$ cat src/rtl/alu_pkg.sv
// Shared ALU opcode constants and the multiply-sequencer state type.
package alu_pkg;

    localparam logic [2:0] ALUOP_ADD   = 3'b000;
    localparam logic [2:0] ALUOP_SUB   = 3'b001;
    localparam logic [2:0] ALUOP_AND   = 3'b010;
    localparam logic [2:0] ALUOP_OR    = 3'b011;
    localparam logic [2:0] ALUOP_PASSB = 3'b100;
    localparam logic [2:0] ALUOP_LSL   = 3'b101;
    localparam logic [2:0] ALUOP_LSR   = 3'b110;

    typedef enum logic [1:0] {
        IDLE = 2'd0,
        RUN  = 2'd1,
        DONE = 2'd2
    } mul_state_t;

endpackage

$ cat src/rtl/mul_seq.sv
// Shift-and-add 64-bit MUL sequencer that borrows the shared execute-stage ALU for each add.
// Optional macro MUL_SEQ_EARLY_EXIT_EN ends RUN once no multiplier bits remain.
//
// state | meaning
// IDLE  | waiting for start; ALU not requested
// RUN   | one shift-and-add step per cycle through the shared ALU
// DONE  | one-cycle done pulse; product valid
module mul_seq
    import alu_pkg::*;
#(
    parameter int XLEN  = 64,
    parameter int CNT_W = 7
) (
    input  logic            clk,
    input  logic            reset,
    input  logic            start,
    input  logic [XLEN-1:0] op_a,
    input  logic [XLEN-1:0] op_b,
    output logic            busy,
    output logic            done,
    output logic [XLEN-1:0] product,
    output logic            alu_req,
    output logic [XLEN-1:0] alu_op_A,
    output logic [XLEN-1:0] alu_op_B,
    output logic [2:0]      alu_aluop,
    input  logic [XLEN-1:0] alu_result
);

    localparam logic [CNT_W-1:0] CNT_LAST = CNT_W'(XLEN - 1);

    mul_state_t      state_q,   state_d;
    logic [XLEN-1:0] mcand_q,   mcand_d;
    logic [XLEN-1:0] mplier_q,  mplier_d;
    logic [XLEN-1:0] acc_q,     acc_d;
    logic [XLEN-1:0] product_q, product_d;
    logic [CNT_W-1:0] cnt_q,    cnt_d;
    logic            last_step;

    always_comb begin
`ifdef MUL_SEQ_EARLY_EXIT_EN
        last_step = (cnt_q == CNT_LAST) || ((mplier_q >> 1) == '0);
`else
        last_step = (cnt_q == CNT_LAST);
`endif
    end

    always_comb begin
        state_d   = state_q;
        mcand_d   = mcand_q;
        mplier_d  = mplier_q;
        acc_d     = acc_q;
        product_d = product_q;
        cnt_d     = cnt_q;
        busy      = 1'b0;
        done      = 1'b0;
        alu_req   = 1'b0;
        alu_op_A  = '0;
        alu_op_B  = '0;
        alu_aluop = ALUOP_ADD;

        unique case (state_q)
            IDLE: begin
                if (start) begin
                    state_d  = RUN;
                    mcand_d  = op_a;
                    mplier_d = op_b;
                    acc_d    = '0;
                    cnt_d    = '0;
                end
            end
            RUN: begin
                busy     = 1'b1;
                alu_req  = 1'b1;
                alu_op_A = acc_q;
                alu_op_B = mplier_q[0] ? mcand_q : '0;
                acc_d    = alu_result;
                mcand_d  = mcand_q << 1;
                mplier_d = mplier_q >> 1;
                cnt_d    = cnt_q + 1'b1;
                if (last_step) begin
                    state_d   = DONE;
                    product_d = alu_result;
                end
            end
            DONE: begin
                busy    = 1'b1;
                done    = 1'b1;
                state_d = IDLE;
            end
            default: state_d = IDLE;
        endcase
    end

    always_ff @(posedge clk) begin
        if (reset) begin
            state_q   <= IDLE;
            mcand_q   <= '0;
            mplier_q  <= '0;
            acc_q     <= '0;
            product_q <= '0;
            cnt_q     <= '0;
        end else begin
            state_q   <= state_d;
            mcand_q   <= mcand_d;
            mplier_q  <= mplier_d;
            acc_q     <= acc_d;
            product_q <= product_d;
            cnt_q     <= cnt_d;
        end
    end

    assign product = product_q;

endmodule
$ cat config.mk
export PLATFORM = sky130hd
export DESIGN_NAME = mul_seq
export DESIGN_NICKNAME = d
export VERILOG_FILES = /design/src/rtl/alu_pkg.sv /design/src/rtl/mul_seq.sv
export SDC_FILE = /design/constraint.sdc
export NUM_CORES = 1
export LEC_CHECK = 0
export CELL_PAD_IN_SITES_DETAIL_PLACEMENT = 0
export CELL_PAD_IN_SITES_GLOBAL_PLACEMENT = 1
export CORE_AREA = 2 2 192 194
export DETAILED_ROUTE_END_ITERATION = 8
export DIE_AREA = 0 0 194 196
export PLACE_DENSITY_LB_ADDON = 0.1
export SYNTH_ARGS = -nofsm -noshare
export SYNTH_HDL_FRONTEND = slang
export SYNTH_SLANG_ARGS = --single-unit
$ cat constraint.sdc
create_clock -name clk -period 2.2 [get_ports clk]
set_input_delay 0.33 -clock clk [delete_from_list [all_inputs] [get_ports clk]]
set_output_delay 0.33 -clock clk [all_outputs]
set_load 0.1 [all_outputs]
# Word-level counts from Yosys, hierarchy flattened
# Cells that the tools add are included.
# word_totals
reg_bits	265
# op_classes
addsub	1
eq_ne	5
n_mux	17
reduce_logical	6
# op_table
op	n
two-way mux 64 bit	6
one-hot mux 64 bit (2 select lines)	3
one-hot mux 7 bit (2 select lines)	1
adder 7 x 1 -> 7 bit, second input constant	1
equality test 7 x 6 -> 1 bit, second input constant	1
two-way mux 7 bit	1
AND reduction 2 bit	3
two-way mux 2 bit	2
inequality test 2 bit, second input constant	2
one-hot mux 2 bit (2 select lines)	1
two-way mux 1 bit	3
equality test 2 x 1 -> 1 bit, second input constant	1
equality test 2 bit, second input constant	1
zero test 2 bit	1
nonzero test 2 bit	1
OR reduction 2 bit	1

# Depth between registers and ports, before layout
# Gate-level depths: netlist of run 1.
# depth
word_depth	3
depth_mapped	10
mapped_depth_nobuf	6

# Worst setup path before layout of run 1
# OpenSTA, ideal clock, no wires.
# synth_path
path_kind	reg-to-output
start	reg state_q[1]
end	out alu_op_A[10]
arrival_ns	2.849
required_ns	1.870
setup_slack_ns	-0.979
path_stages_with_launch	7
n_path_buf	3
cell_sequence	dfxtp_1 -> inv_1 -> ha_1 -> buf_2 -> buf_1 -> clkbuf_1 -> and2_1
# synth_via
elab_chain_cells	2
# synth_lines
element	line	rtl
start, declared	mul_seq.sv:31	mul_state_t state_q, state_d;
start signal, assigned	mul_seq.sv:103	state_q <= state_d;
equality test 2 x 1 -> 1 bit	mul_seq.sv:61	unique case (state_q)
two-way mux 64 bit	mul_seq.sv:61	
end, declared	mul_seq.sv:23	output logic [XLEN-1:0] alu_op_A,
# Every way passes these cells.

# Worst setup path after layout of run 1
# layout_path
start	reg state_q[1]
end	out alu_op_B[61]
# layout_via
elab_chain_cells	2
# layout_lines
element	line	rtl
equality test 2 x 1 -> 1 bit	mul_seq.sv:61	
two-way mux 64 bit	mul_seq.sv:61	
end, declared	mul_seq.sv:24	output logic [XLEN-1:0] alu_op_B,
# Every way passes these cells.

==> results of run 1 <==
## sequential cells by signal, summed over array words and instances (netlist names)
register  cells
state_q       2
product      64
cnt_q         7
mcand_q      64
mplier_q     64
acc_q        64
## synthesized netlist by cell type, types with 2 or more instances
master	instances	area, um^2
a21oi_1	70	350
nor3_1	14	70.1
nand3b_1	53	398
buf_2	32	160
buf_4	7	52.6
and2_1	64	400
o21ai_0	52	260
a211oi_1	64	480
inv_1	3	11.3
nand2b_1	3	18.8
o22ai_1	11	68.8
dfxtp_1	265	5310
clkbuf_1	80	300
and3_1	65	407
buf_6	12	135
or3_1	2	12.5
buf_1	9	33.8
mux2i_1	64	641
nand2_1	131	492
xor2_1	3	26.3
ha_1	4	50.1
nor2_1	251	942
a22oi_1	66	495
a2111oi_0	52	455
## metrics by stage
step                hold slack (ps)  instance area (um^2)  setup TNS, ps
global placement                443                 17400              0
global route                    193                 18900          -5650
floorplan                       457                 11900          -5770
detailed placement              448                 17400              0
finish                          192                 18900           -690
CTS                             156                 18900          -4890
## kinds of logic (layout without fill, tap and decap cells)
kind of cell / count (synthesis) / after routing / share of synthesized area (%)
AOI/OAI and AO/OA: 318 / 318 / 18.2
xor gates and xnor gates: 4 / 4 / 0.300
adders and majority gates: 4 / 4 / 0.429
buffers and inverters: 144 / 509 / 5.97
DFF: 265 / 265 / 45.4
muxes: 65 / 65 / 5.58
other: 1 / 6 / 0.0321
and+or+nand+nor: 590 / 590 / 24.0
## power by group through the flow
stage,combinational (W),sequential (W),clock [W]
final,0.00265,0.00542,0.00482
after global routing,0.00287,0.00546,0.00519
after CTS,0.00268,0.00542,0.00499
after detailed placement,0.00243,0.00551,0
after global placement,0.00241,0.00551,0
after floorplan,0.00150,0.00542,0
## metal layers
layer	vias to the layer above	global-route usage (%)	wire length, um
met1	5213	26.7	17800
li1	5552	-	-
met2	293	34.4	19600
met3	52	4.66	2640
met4	2	4.55	894
met5	-	0	16
## cell usage in the layout, fill, tap and decap left out, types with 3 or more instances in the layout
master / netlist / layout
clkdlybuf4s50_1: 0 / 192
dfxtp_2: 0 / 3
buf_12: 0 / 150
nand2_1: 131 / 131
nor3_1: 14 / 14
a22oi_1: 66 / 66
diode_2: 0 / 3
mux2i_1: 64 / 63
and2_4: 0 / 53
and3_4: 0 / 41
a211oi_1: 64 / 64
nand3b_1: 53 / 53
clkbuf_8: 0 / 6
clkbuf_16: 0 / 32
conb_1: 1 / 3
dfxtp_1: 265 / 262
buf_4: 7 / 94
a2111oi_0: 52 / 51
buf_6: 12 / 3
and3_2: 0 / 23
xor2_1: 3 / 3
o21ai_0: 52 / 52
clkbuf_1: 80 / 8
nor2_1: 251 / 250
a21oi_1: 70 / 70
and2_2: 0 / 11
buf_16: 0 / 6
clkinv_2: 0 / 9
o22ai_1: 11 / 11
## repair_timing
action	CTS	global route
gates resized for setup	88	8
pin swaps	4	0
gates cloned	8	2
setup buffers	12	1
setup endpoints to repair	129	129
## worst paths after layout
path | end | slack, ps
worst max register to register | product[20] | 220
worst max-delay path | alu_op_B[61] | -30
worst min register to register | product[24] | 450
worst min-delay path | state_q[0] | 190
## tightest hold or removal path, cell delays in order
cell,delay (ps)
buf_2,160
a21oi_1,150
nor3_1,50
## cell type report
type                       instances  share of cell area, %
timing repair buffer             449                   31.3
inverter                           4                 0.0926
antenna                            3                 0.0397
multi-input combinational        984                   32.3
tap                              468                   3.10
clock inverter                    11                  0.318
clock buffer                      45                   4.70
sequential                       265                   28.1
==> impl_metrics.yaml, run 1 <==
finish:
  final-seq-area_um2: 5310
  postLayoutCoreUtil_pct: 52.4
  fill_cells: 3409
  nets: 1934
  drive_above_1_share_pct: 25.5
  area_growth_pct: 61.9
  layout.cells.non_filler: 2229
  multi_input_area_um2: 6120
floorplan:
  start_util_pct: 32.4
  dieArea_um2: 38000
  ios: 393
  die_height_um: 196
  core_region_area_um2: 36100
  die_w_um: 194
  rows: 70
critical_path:
  end_kind: "primary output"
  crit_path_frequent_cell: "buf_12"
  startpoint: "state_q[1]"
  path_class: "reg2out"
  rr_worst_depth: 8
  critPathMaxStageDelay_ps: 330
  cp_top_family: "buffers and inverters"
  critPathBufInv: 4
  start_kind: "flip-flop"
  slowest_stage: "dfxtp_2"
  critical_path_required_ps: 1870
  cp_num_cells: 6
  cp_cell_sequence: "inv_4 -> ha_4 -> buf_12 -> bufbuf_16 -> and3_2 -> buf_12"
  cp_max_fo: 16
  r2r-start: "state_q[1]"
  cp.arrival_ps: 1900
clocking:
  clkSinkCount: 265
  clk_latency_ps: 550
  clk_pin_slew_worst_paths_ps: 60
  hold_buffers: 0
  clockBufferDepth: 3
  cts_tree: "yes"
  cts_root_buf: "clkbuf_16"
  cts_buffers: 31
  h-tree-depth: 1
timing:
  setup_violations: 36
  fmax_mhz: 449
  rsz0062_at_grt: "yes"
  slew-limit-headroom_pct: 62.7
  layout_setup_ws_ps: -28.2
  drv_slew: 0
  final.setup_skew_ps: 10.9
  worstMarginPinSlew_ps: 559
  min_period_ps: 2230
  finalHoldViolations: 0
  final.period_utilization_pct: 101
place:
  dp.final_hpwl_um: 26500
  dp_cells: 2149
  dp_slack_ps: 200
  io_buffers: 389
  place_congestion: 0.785
routing:
  vias: 11100
  drc: 0
  first_pass_iters: 5
  routedWlPerCell_um: 18.3
  drt-total-wl_um: 40900
  vias_per_cell: 4.99
  ant_nets: 0
  drt_iter0_markers: 536
yosys:
  synthesis.instances: 1391
  yosysWarnings: 0
  avgSynthCellArea_um2: 8.39
  synth_edf_count: 0
  synth_seq_area_share_pct: 45.4
  async_flop_share_pct: 0
  ys.flop_type: "dfxtp_1"
  syn_area_um2: 11700
  ys_seq_elements: 265
  ys_types: 38
global_route:
  grt_pass1_wl_um: 63200
  grt-ovfl-total: 0
  grt_pass1_vias: 10700
  grt_antenna_before_repair: 5
  grt.total_usage_pct: 20.5
  grt_max_degree: 65
flow_run:
  maxCapViolCount: 0
hold_path:
  hold_class: "in2reg"
  hold_depth: 3
  min_from: "start"
pwr:
  switchingPower_w: 0.00373
  pwr-share-seq_pct: 42.0
  finalPower_w: 0.0129
  leakage_nw: 7.26
  ir_drop_uv: 576
  pwr-share-clk_pct: 37.4
  power.density_nw_per_um2: 682
  p_int_w: 0.00916
  swShare_pct: 29.0
  comb_power_share_pct: 20.6
outcome:
  violations: "negative setup slack"
  status: "complete, but fails checks"
No activity file was read; power rests on OpenSTA's default activity.
==> run 2: changes to the inputs <==
GPL_TIMING_DRIVEN = 0   (was not set)
==> run 2 against run 1 <==
  * The run still ends with negative setup slack left
  * Global-route usage up 1.8 points
  * Clock skew about the same
  * Wire length up 8.1%
  * Fmax down 2.1%
  * Critical endpoint is now alu_op_B[50]
  * Largest power group unchanged
  * Highest routed layer unchanged
==> impl_metrics.yaml, run 2 (synthesized netlist as in run 1, its figures left out) <==
routing:
  routedWlPerCell_um: 18.9
  vias_per_cell: 5.05
  drt-total-wl_um: 44200
  first_pass_iters: 5
  drc: 0
  drt_iter0_markers: 704
  vias: 11800
  ant_nets: 0
global_route:
  grt_pass1_wl_um: 67900
  grt_max_degree: 16
  grt-ovfl-total: 0
  grt_antenna_before_repair: 8
  grt_pass1_vias: 11600
  grt.total_usage_pct: 22.3
critical_path:
  reg2reg_to: "mplier_q[32]"
  critical_path_required_ps: 1870
  path_class: "reg2out"
  r2r_slack_ps: 100
  rr_worst_depth: 8
  cp.arrival_ps: 1950
  start_kind: "flip-flop"
  r2r-start: "state_q[1]"
  cp_max_fo: 10
  end_kind: "primary output"
timing:
  drv_slew: 0
  layout_setup_ws_ps: -75.5
  finalHoldViolations: 0
  final.period_utilization_pct: 103
  final.setup_skew_ps: 10.7
  worstMarginPinSlew_ps: 1050
  slew-limit-headroom_pct: 30.2
  rsz0062_at_grt: "yes"
  fmax_mhz: 439
  min_period_ps: 2280
  setup_violations: 104
clocking:
  cts_root_buf: "clkbuf_16"
  hold_buffers: 0
  clockBufferDepth: 3
  cts_tree: "yes"
  clk_pin_slew_worst_paths_ps: 60
  clkSinkCount: 265
  clk_latency_ps: 560
  cts_buffers: 31
  h-tree-depth: 1
place:
  dp_slack_ps: -1300
  place_area_um2: 16400
  dp.final_hpwl_um: 31600
  io_buffers: 388
  place_congestion: 0.820
outcome:
  violations: "negative setup slack"
  status: "complete, but fails checks"
pwr:
  comb_power_share_pct: 21.6
  swShare_pct: 29.3
  finalPower_w: 0.0131
  pwr-share-clk_pct: 37.3
  switchingPower_w: 0.00385
  p_int_w: 0.00930
  ir_drop_uv: 562
  pwr-share-seq_pct: 41.2
  power.density_nw_per_um2: 670
  leakage_nw: 7.71
flow_run:
  maxCapViolCount: 0
floorplan:
  start_util_pct: 32.4
  die_w_um: 194
  rows: 70
  dieArea_um2: 38000
  ios: 393
  core_region_area_um2: 36100
  die_height_um: 196
finish:
  nets: 2043
  area_growth_pct: 68.1
  layout_common_cells: "263 x dfxtp_1, 251 x nor2_1, 193 x clkdlybuf4s50_1"
  final_common_cell: "dfxtp_1"
  final_cell_area_um2: 19600
  drive_above_1_share_pct: 23.1
hold_path:
  hold_end: "product[10]"
  hold_depth: 3
  hold_class: "in2reg"
  min_from: "alu_result[10]"
==> run 2: repair_timing <==
| item | CTS | global route |
|---|---|---|
| gates cloned | 15 | 2 |
| setup buffers | 10 | 5 |
| gates resized for setup | 1419 | 61 |
| endpoints found under the setup margin | 407 | 268 |
| pin swaps | 3 | 1 |
==> run 2: metrics by stage <==
step	util (%)	hold slack (ps)	cells	setup TNS, ps
2_1_floorplan	-	457	1393	-5770
3_3_place_gp	45.4	442	2249	-189480
3_5_place_dp	45.4	446	2249	-190850
4_1_cts	54.0	328	2326	-11400
5_1_grt	54.4	353	2334	-11280
6_report	54.4	360	2336	-3850
==> run 2: worst max path at each step <==
stage / start / end / slack, ps
finish: state_q[1] / alu_op_B[50] / -80
global placement: state_q[1] / alu_op_B[61] / -1300
CTS: state_q[1] / alu_op_B[45] / -150
global route: state_q[1] / alu_op_B[45] / -130
detailed placement: state_q[1] / alu_op_B[60] / -1300
floorplan: state_q[1] / alu_op_B[36] / -60
==> run 2: metal layers <==
layer | global-route usage [%] | vias up | share of wire [%] | wire length [um]
met2 | 36.9 | 337 | 47 | 20900
li1 | - | 5801 | - | -
met5 | 0 | - | 0.068 | 30
met1 | 29.0 | 5578 | 44 | 19300
met4 | 6.82 | 4 | 2.8 | 1220
met3 | 4.93 | 67 | 6.2 | 2720
==> run 2: layout make-up <==
type | count | area [um^2]
Antenna cell | 5 | 12.5
Clock inverter | 8 | 72.6
Inverter | 4 | 17.5
Clock buffer | 44 | 875
Tap cell | 468 | 586
Multi-Input combinational cell | 984 | 6210
Sequential cell | 265 | 5310
Fill cell | 3387 | 16500
Buffer | 140 | 1050
Timing Repair Buffer | 418 | 5500
==> run 2: power groups by stage <==
stage                     clock, W  combinational [W]  sequential (W)
final                      0.00490            0.00284         0.00541
after global routing       0.00522            0.00307         0.00545
after CTS                  0.00504            0.00280         0.00541
after detailed placement         0            0.00235         0.00550
after global placement           0            0.00233         0.00549
after floorplan                  0            0.00150         0.00542
==> run 2: worst max-delay path: stages, from the launching register on <==
cell	delay [ps]
dfxtp_2	330
inv_4	70
ha_4	150
buf_12	150
buf_12	150
clkbuf_16	150
and3_4	190
buf_12	170
